[src/rtl/sprite_pkg.sv]
// Shared constants, types and payloads for the sprite fetch pipeline.
// Optional horizontal flip is enabled by defining SPRITE_HFLIP_EN.
package sprite_pkg;

   localparam int unsigned SPR_W   = 32;
   localparam int unsigned SPR_H   = 64;
   localparam int unsigned FRAMES  = 8;
   localparam int unsigned ADDR_W  = 14;
   localparam int unsigned COLOR_W = 12;
   localparam int unsigned COORD_W = 10;
   localparam int unsigned FRAME_W = 3;

   localparam logic [COLOR_W-1:0] TRANSPARENT = 12'hF0F;

   typedef enum logic {
      WAIT_FRAME = 1'b0,
      ACTIVE     = 1'b1
   } state_t;

   // Sprite placement captured once per frame
   typedef struct packed {
      logic [COORD_W-1:0] x;
      logic [COORD_W-1:0] y;
      logic [FRAME_W-1:0] frame;
   } spr_pos_t;

endpackage

[src/rtl/sprite_addr_gen.sv]
// Combinational hit test and sprite ROM address generation.
// With SPRITE_HFLIP_EN defined, i_flip mirrors the column index.
module sprite_addr_gen
   import sprite_pkg::*;
(
   input  logic [COORD_W-1:0] i_pix_x,
   input  logic [COORD_W-1:0] i_pix_y,
   input  spr_pos_t           i_pos,
`ifdef SPRITE_HFLIP_EN
   input  logic               i_flip,
`endif
   output logic               o_in_box_c,
   output logic [ADDR_W-1:0]  o_addr_c
);

   localparam int unsigned COL_W = $clog2(SPR_W);
   localparam int unsigned ROW_W = $clog2(SPR_H);
   localparam int unsigned D_W   = COORD_W + 1;

   logic signed [D_W-1:0] w_dx;
   logic signed [D_W-1:0] w_dy;
   logic [COL_W-1:0]      w_col;

   // Signed offsets from the sprite origin; no wrap past column/row 1023
   assign w_dx = $signed({1'b0, i_pix_x}) - $signed({1'b0, i_pos.x});
   assign w_dy = $signed({1'b0, i_pix_y}) - $signed({1'b0, i_pos.y});

   assign o_in_box_c = !w_dx[D_W-1] && (32'(w_dx[COORD_W-1:0]) < SPR_W) &&
                       !w_dy[D_W-1] && (32'(w_dy[COORD_W-1:0]) < SPR_H);

`ifdef SPRITE_HFLIP_EN
   assign w_col = i_flip ? (COL_W'(SPR_W - 1) - w_dx[COL_W-1:0]) : w_dx[COL_W-1:0];
`else
   assign w_col = w_dx[COL_W-1:0];
`endif

   // Frame base + row base + column, truncated to the ROM address width
   assign o_addr_c = ADDR_W'(32'(i_pos.frame) * SPR_W * SPR_H +
                             32'(w_dy[ROW_W-1:0]) * SPR_W + 32'(w_col));

endmodule

[src/rtl/sprite_fetch.sv]
// Three-stage sprite fetch: address/enable, ROM read, colour-key output.
// Defining SPRITE_HFLIP_EN adds the i_spr_flip port (mirrored columns).
module sprite_fetch
   import sprite_pkg::*;
(
   input  logic               clk,
   input  logic               rst_n,
   input  logic               i_pix_valid,
   input  logic [COORD_W-1:0] i_pix_x,
   input  logic [COORD_W-1:0] i_pix_y,
   input  logic               i_vsync,
   input  logic [COORD_W-1:0] i_spr_x,
   input  logic [COORD_W-1:0] i_spr_y,
   input  logic [FRAME_W-1:0] i_spr_frame,
`ifdef SPRITE_HFLIP_EN
   input  logic               i_spr_flip,
`endif
   output logic               o_rom_en,
   output logic [ADDR_W-1:0]  o_rom_addr,
   input  logic [COLOR_W-1:0] i_rom_data,
   output logic               o_px_valid,
   output logic               o_px_hit,
   output logic [COLOR_W-1:0] o_px_color
);

   state_t            r_state;
   state_t            w_state_nxt;
   logic              r_vsync;
   spr_pos_t          r_pos;
   logic              w_vs_rise;
   logic              w_in_box;
   logic [ADDR_W-1:0] w_addr;
   logic              w_rd_en;
   logic              r_v1;
   logic              r_v2;
   logic              r_h2;
   logic              w_opaque;
`ifdef SPRITE_HFLIP_EN
   logic              r_flip;
`endif

   assign w_vs_rise = i_vsync && !r_vsync;

   sprite_addr_gen u_addr_gen (
      .i_pix_x    (i_pix_x),
      .i_pix_y    (i_pix_y),
      .i_pos      (r_pos),
`ifdef SPRITE_HFLIP_EN
      .i_flip     (r_flip),
`endif
      .o_in_box_c (w_in_box),
      .o_addr_c   (w_addr)
   );

   // Capture sprite placement on vsync rise; pixel in that cycle sees the old one
   always_ff @(posedge clk or negedge rst_n) begin
      if (!rst_n) begin
         r_vsync <= 1'b0;
         r_pos   <= '0;
`ifdef SPRITE_HFLIP_EN
         r_flip  <= 1'b0;
`endif
      end else begin
         r_vsync <= i_vsync;
         if (w_vs_rise) begin
            r_pos <= '{x: i_spr_x, y: i_spr_y, frame: i_spr_frame};
`ifdef SPRITE_HFLIP_EN
            r_flip <= i_spr_flip;
`endif
         end
      end
   end

   // FSM state register
   always_ff @(posedge clk or negedge rst_n) begin
      if (!rst_n) r_state <= WAIT_FRAME;
      else        r_state <= w_state_nxt;
   end

   // Next state and ROM read request
   always_comb begin
      w_state_nxt = r_state;
      w_rd_en     = 1'b0;
      case (r_state)
         WAIT_FRAME: if (w_vs_rise) w_state_nxt = ACTIVE;
         ACTIVE:     w_rd_en = i_pix_valid && w_in_box;
         default:    w_state_nxt = WAIT_FRAME;
      endcase
   end

   assign w_opaque = r_h2 && (i_rom_data != TRANSPARENT);

   // Pipeline: stage 1 issues the ROM read, stage 2 waits on ROM, stage 3 keys colour
   always_ff @(posedge clk or negedge rst_n) begin
      if (!rst_n) begin
         r_v1       <= 1'b0;
         o_rom_en   <= 1'b0;
         o_rom_addr <= '0;
         r_v2       <= 1'b0;
         r_h2       <= 1'b0;
         o_px_valid <= 1'b0;
         o_px_hit   <= 1'b0;
         o_px_color <= '0;
      end else begin
         r_v1     <= i_pix_valid;
         o_rom_en <= w_rd_en;
         if (w_rd_en) o_rom_addr <= w_addr;
         r_v2       <= r_v1;
         r_h2       <= o_rom_en;
         o_px_valid <= r_v2;
         o_px_hit   <= w_opaque;
         o_px_color <= w_opaque ? i_rom_data : '0;
      end
   end

endmodule

[config.mk]
export PLATFORM = sky130hd
export DESIGN_NAME = sprite_fetch
export DESIGN_NICKNAME = d
export VERILOG_FILES = /design/src/rtl/sprite_pkg.sv /design/src/rtl/sprite_addr_gen.sv /design/src/rtl/sprite_fetch.sv
export SDC_FILE = /design/constraint.sdc
export NUM_CORES = 1
export LEC_CHECK = 0
export CORE_ASPECT_RATIO = 1.5
export CORE_MARGIN = 5
export CORE_UTILIZATION = 45
export CTS_CLUSTER_SIZE = 14
export DETAILED_ROUTE_END_ITERATION = 12
export PLACE_DENSITY = 0.89
export SYNTH_ARGS = -nofsm -noshare
export SYNTH_HDL_FRONTEND = slang
export SYNTH_SLANG_ARGS = --single-unit
[constraint.sdc]
create_clock -name clk -period 3 [get_ports clk]
set_clock_uncertainty 0.2 [all_clocks]
set_input_delay 0.9 -clock clk [delete_from_list [all_inputs] [get_ports clk]]
set_output_delay 0.9 -clock clk [all_outputs]
set_load 0.005 [all_outputs]
After elaboration in Yosys (flattened, before gate mapping)
Index checks and enable logic that the tools add are counted.
{"block": "op_classes", "n_mux": 4, "addsub": 4, "magnitude_cmp": 2, "n_eq_ne": 1, "n_reduce_logical": 9}
{"op": "$sub 10x10->11", "n": 2}
{"op": "$add 14x11->14", "n": 1}
{"op": "$add 14x5->14", "n": 1}
{"op": "$mux 12", "n": 1}
{"op": "$ne 12x12->1 const B", "n": 1}
{"op": "$lt 10x6->1 const B", "n": 1}
{"op": "$lt 10x7->1 const B", "n": 1}
{"op": "$logic_and 1x1->1", "n": 6}
{"op": "$logic_not 1->1", "n": 3}
{"op": "$mux 1", "n": 3}
{"block": "word_totals", "register_bits": 57, "inputBits": 59, "wordCells": 33}

Logic depth before layout (Yosys ltp)
{"block": "depth", "ltp_word": 7, "ltp_mapped": 11, "depth_no_buf": 10}

Cells and area by module
Synthesis repeated with hierarchy kept, for this count alone.
{"block": "hier_totals", "hier_cells": 273, "hier_area_um2": 3238.1}
{"mod": "sprite_fetch", "area_per_inst_um2": 2213.4, "cells_each": 130, "n_inst": 1, "seq_area_each_um2": 1426.4}
{"mod": "sprite_addr_gen", "area_per_inst_um2": 1024.7, "cells_each": 143, "n_inst": 1, "seq_area_each_um2": 0.0}

Worst setup path after synthesis
Ideal clock, no wire load.
{"block": "synth_timing", "kind": "input to register", "from": "input i_pix_y[0]", "to": "register o_rom_addr[3]", "arrival_ns": 3.103, "stages": 11, "t_required_ns": 2.660, "path_slack_ns": -0.443, "path_cell_list": "inv_1 -> ha_1 -> fa_1 -> nor2b_4 -> o2111ai_2 -> a31o_1 -> a2111oi_4 -> nand4_2 -> buf_6 -> a221oi_1 -> o31ai_1"}
{"block": "synth_between", "elab_chain_cells": 6}
{"element": "start, declared", "line": "sprite_fetch.sv:10", "source": "input logic [COORD_W-1:0] i_pix_y,"}
{"element": "$sub 10x10->11 *", "line": "sprite_addr_gen.sv:26", "source": "assign w_dy = $signed({1'b0, i_pix_y}) - $signed({1'b0, i_pos.y});"}
{"element": "parallel branches: the longest is 2 deep, another holds $lt 10x7->1"}
{"element": "$logic_and 1x1->1 *", "line": "sprite_addr_gen.sv:29", "source": "!w_dy[D_W-1] && (32'(w_dy[COORD_W-1:0]) < SPR_H);"}
{"element": "$logic_and 1x1->1 *", "line": "sprite_fetch.sv:86", "source": "ACTIVE: w_rd_en = i_pix_valid && w_in_box;"}
{"element": "$mux 1 *", "line": "sprite_fetch.sv:84", "source": "case (r_state)"}
{"element": "end signal, assigned", "line": "sprite_fetch.sv:107", "source": "if (w_rd_en) o_rom_addr <= w_addr;"}
{"element": "end, declared", "line": "sprite_fetch.sv:19", "source": "output logic [ADDR_W-1:0] o_rom_addr,"}
Every way passes the cells marked *.
A chain may end at the register's enable or synchronous reset.

Final worst setup path
{"block": "layout_timing", "from": "input i_pix_y[2]", "to": "register o_rom_addr[6]"}
The elaborated chain is that of the path after synthesis.

==> flow_metrics.env <==
export IMPL_crit_buf_inv=3
export IMPL_min_path_type="reg2reg"
export IMPL_rsz0062_at_grt="true"
export IMPL_grt_ovfl_total=0
export IMPL_clk_pin_slew_worst_paths_ns=0.06
export IMPL_layout_common_cells="buf_4 (73), clkdlybuf4s50_1 (67), dfrtp_1 (57), o21ai_0 (28), nand2_1 (26)"
export IMPL_crit_start="i_pix_y[2]"
export IMPL_core_area_um2=7612
export IMPL_wl_per_cell_um=19.63
export IMPL_finalSetupViolations=14
export IMPL_drv_slew=0
export IMPL_tightest_slew_ns=0.5798
export IMPL_avgViaCountPerCell=5.617
export IMPL_synth_nets=429
export IMPL_grt_pass1_wl_mm=18.23
export IMPL_root_buffer="clkbuf_16"
export IMPL_cp_arrival_ns=3.21
export IMPL_cp_start_kind="input port"
export IMPL_htree_levels=3
export IMPL_regMostFlops="r_pos"
export IMPL_antenna_found_initial=0
export IMPL_leakage_nw=2.597
export IMPL_crit_cells=11
export IMPL_avgSynthCellArea_um2=10.11
export IMPL_synth_cell_area_um2=3520
export IMPL_cp_max_fo=6
export IMPL_ios=88
export IMPL_pwr_share_comb_pct=39.9
export IMPL_synth_seq_area_share_pct=40.53
export IMPL_hpwlAfterDp_mm=7.791
export IMPL_grtUsageTotal_pct=24.36
export IMPL_relSlewSlack_pct=61.35
export IMPL_die_area_um2=9727
export IMPL_cts_sinks=57
export IMPL_synthFlopType="dfrtp_1"
export IMPL_final_nets=595
export IMPL_firstDrtPassIters=4
export IMPL_required_ns=3.01
export IMPL_largestRegisters="r_pos: 23 flops, o_rom_addr: 14 flops, o_px_color: 12 flops"
export IMPL_violations="setup timing"
export IMPL_cts_buffer_depth=2
export IMPL_drv_cap=0
export IMPL_globalplace_congestion=0.8537
export IMPL_yosys_warnings=0
export IMPL_insertedDiodeCount=0
export IMPL_fp_dieW_um=82.21
export IMPL_p_sw_share_pct=33.67
export IMPL_post_route_period_util_pct=106.6
export IMPL_layout_commonest_cell="buf_4"
export IMPL_synth_distinct_cells=61
export IMPL_power_density_nw_per_um2=529.5
export IMPL_cp_slowest_cell="a2111oi_4"
export IMPL_via_count=3488
export IMPL_reg2reg_depth=10
export IMPL_clkLatencyLatePin_ns=0.34
export IMPL_post_place_ws_ns=-1.056
export IMPL_cts_made_buffers=9
export IMPL_rows=39
export IMPL_status="complete, but fails checks"
export IMPL_hold_depth=0
export IMPL_synth_edff_count=0
export IMPL_synth_seq_cells=57
export IMPL_cts_tree="built"
export IMPL_crit_type="in2reg"
export IMPL_end_kind="flip-flop"
export IMPL_p_seq_share_pct=26.6
export IMPL_die_h_um=118.3
export IMPL_setup_ws_ns=-0.1990
export IMPL_power_switching_mw=1.057
export IMPL_grt_pass1_vias=3637
export IMPL_ant_nets=0
export IMPL_drive_gt1_share_pct=36.80
export IMPL_regArea_um2=1426
export IMPL_async_flop_share_pct=100.0
export IMPL_min_from="r_v1"
export IMPL_numPortBuffers=87
export IMPL_clock_power_share_pct=33.5
export IMPL_largest_register_ffs=23
export IMPL_hold_violations=0
export IMPL_ctsHoldBuffers=0
export IMPL_p_total_mw=3.140
export IMPL_p_int_mw=2.083
export IMPL_critPathTopFamily="compound AO/OA/AOI/OAI gates"
export IMPL_grt_max_degree=35
export IMPL_max_stage_delay_ns=0.40
export IMPL_routed_wl_mm=12.19
export IMPL_drc=0
export IMPL_fillers=437
export IMPL_syn_inst=348
export IMPL_reg2reg_slack_ns=0.03
export IMPL_start_util_pct=46.24
export IMPL_ir_worst_vdd_mv=0.3824
export IMPL_area_growth_pct=68.47
export IMPL_initialDrtViolationCount=240
export IMPL_fmax_mhz=312.6
export IMPL_multi_input_area_um2=2397
export IMPL_fin_crit_ns=3.199
export IMPL_path_cells="clkdlybuf4s15_1, ha_4, nor2b_4, o2111ai_2, buf_4, nand4_1, a2111oi_4, nand4_2, buf_6, a221oi_4, o31ai_2"
export IMPL_reg2reg_from="r_pos[3]"
## synthesized netlist by cell type (3+ instances only)
cell type / n / area share [%]
mux2_2: 5 / 1.6
a21boi_0: 14 / 3.0
a221oi_1: 6 / 1.5
mux2i_1: 3 / 0.85
o21a_1: 5 / 1.1
a221oi_2: 8 / 3.4
o31ai_1: 7 / 1.5
o21ai_0: 29 / 4.1
and2_1: 13 / 2.3
a21oi_1: 8 / 1.1
xnor2_1: 4 / 1.0
nor3_1: 6 / 0.85
nand2b_1: 3 / 0.53
dfrtp_1: 57 / 41
clkbuf_1: 11 / 1.2
o31ai_2: 5 / 1.8
inv_1: 29 / 3.1
nor2_1: 11 / 1.2
nor2b_1: 18 / 3.2
ha_1: 20 / 7.1
o31a_1: 3 / 0.75
a21o_1: 4 / 0.85
nand2_1: 28 / 3.0
o21ai_1: 4 / 0.57
a211o_1: 4 / 1.0
## per-stage QoR
stage / std cells / util, % / setup TNS (ns) / instance area, um2 / hold slack, ns
after floorplan: 348 / - / -3.545 / 3585 / 0.1312
after global placement: 590 / 66.42 / -13.73 / 5056 / 0.1342
after detailed placement: 590 / 66.42 / -14.89 / 5056 / 0.1456
after CTS: 616 / 75.31 / -2.285 / 5733 / 0.1531
after global routing: 621 / 77.89 / -3.731 / 5929 / 0.1686
final: 621 / 77.89 / -2.067 / 5929 / 0.1490
## path summary, 6_finish.rpt
path | endpoint
max in group asynchronous | r_pos[4]
worst max-delay path | o_rom_addr[6]
min in group asynchronous | r_pos[22]
worst max register to register | o_rom_addr[6]
worst min-delay path | r_v2
worst min register to register | r_v2
## repair_timing
action	in CTS	in global routing
gates resized for setup	80	38
gates cloned	2	0
setup endpoints to repair	15	15
buffers inserted	8	5
pin swaps	35	27
## metal layers
layer	global-route usage [%]	up-vias	wire [um]
met1	27.07	1735	4492
met3	4.033	42	486
met5	0	-	0
met2	44.28	109	6681
met4	9.667	0	531
li1	-	1602	-
## cell families (layout without fill, tap and decap cells)
family / after synthesis / in the layout / synth area share, %
and+or+nand+nor: 95 / 96 / 15.25
adders and majority gates: 22 / 22 / 8.247
xor gates and xnor gates: 6 / 6 / 1.493
buffers and inverters: 44 / 214 / 5.154
DFF: 57 / 57 / 40.53
AOI/OAI and AO/OA: 116 / 116 / 26.88
muxes: 8 / 8 / 2.453
## area by class of cell
class / instances / area share (%)
multi-input cells: 248 / 40.43
repair buffers: 169 / 26.12
flip-flops and latches: 57 / 24.06
clock buffers: 9 / 3.798
well taps: 102 / 2.152
inverters: 29 / 2.089
clock inverters: 7 / 1.350
## power groups by stage
stage,clock [mW],combinational [mW],sequential [mW]
5_1_grt,1.09,1.34,0.838
6_report,1.05,1.25,0.835
2_1_floorplan,0,0.521,0.840
3_3_place_gp,0,0.923,0.842
4_1_cts,1.06,1.13,0.832
3_5_place_dp,0,0.955,0.845
(Power assumes the default switching activity.)
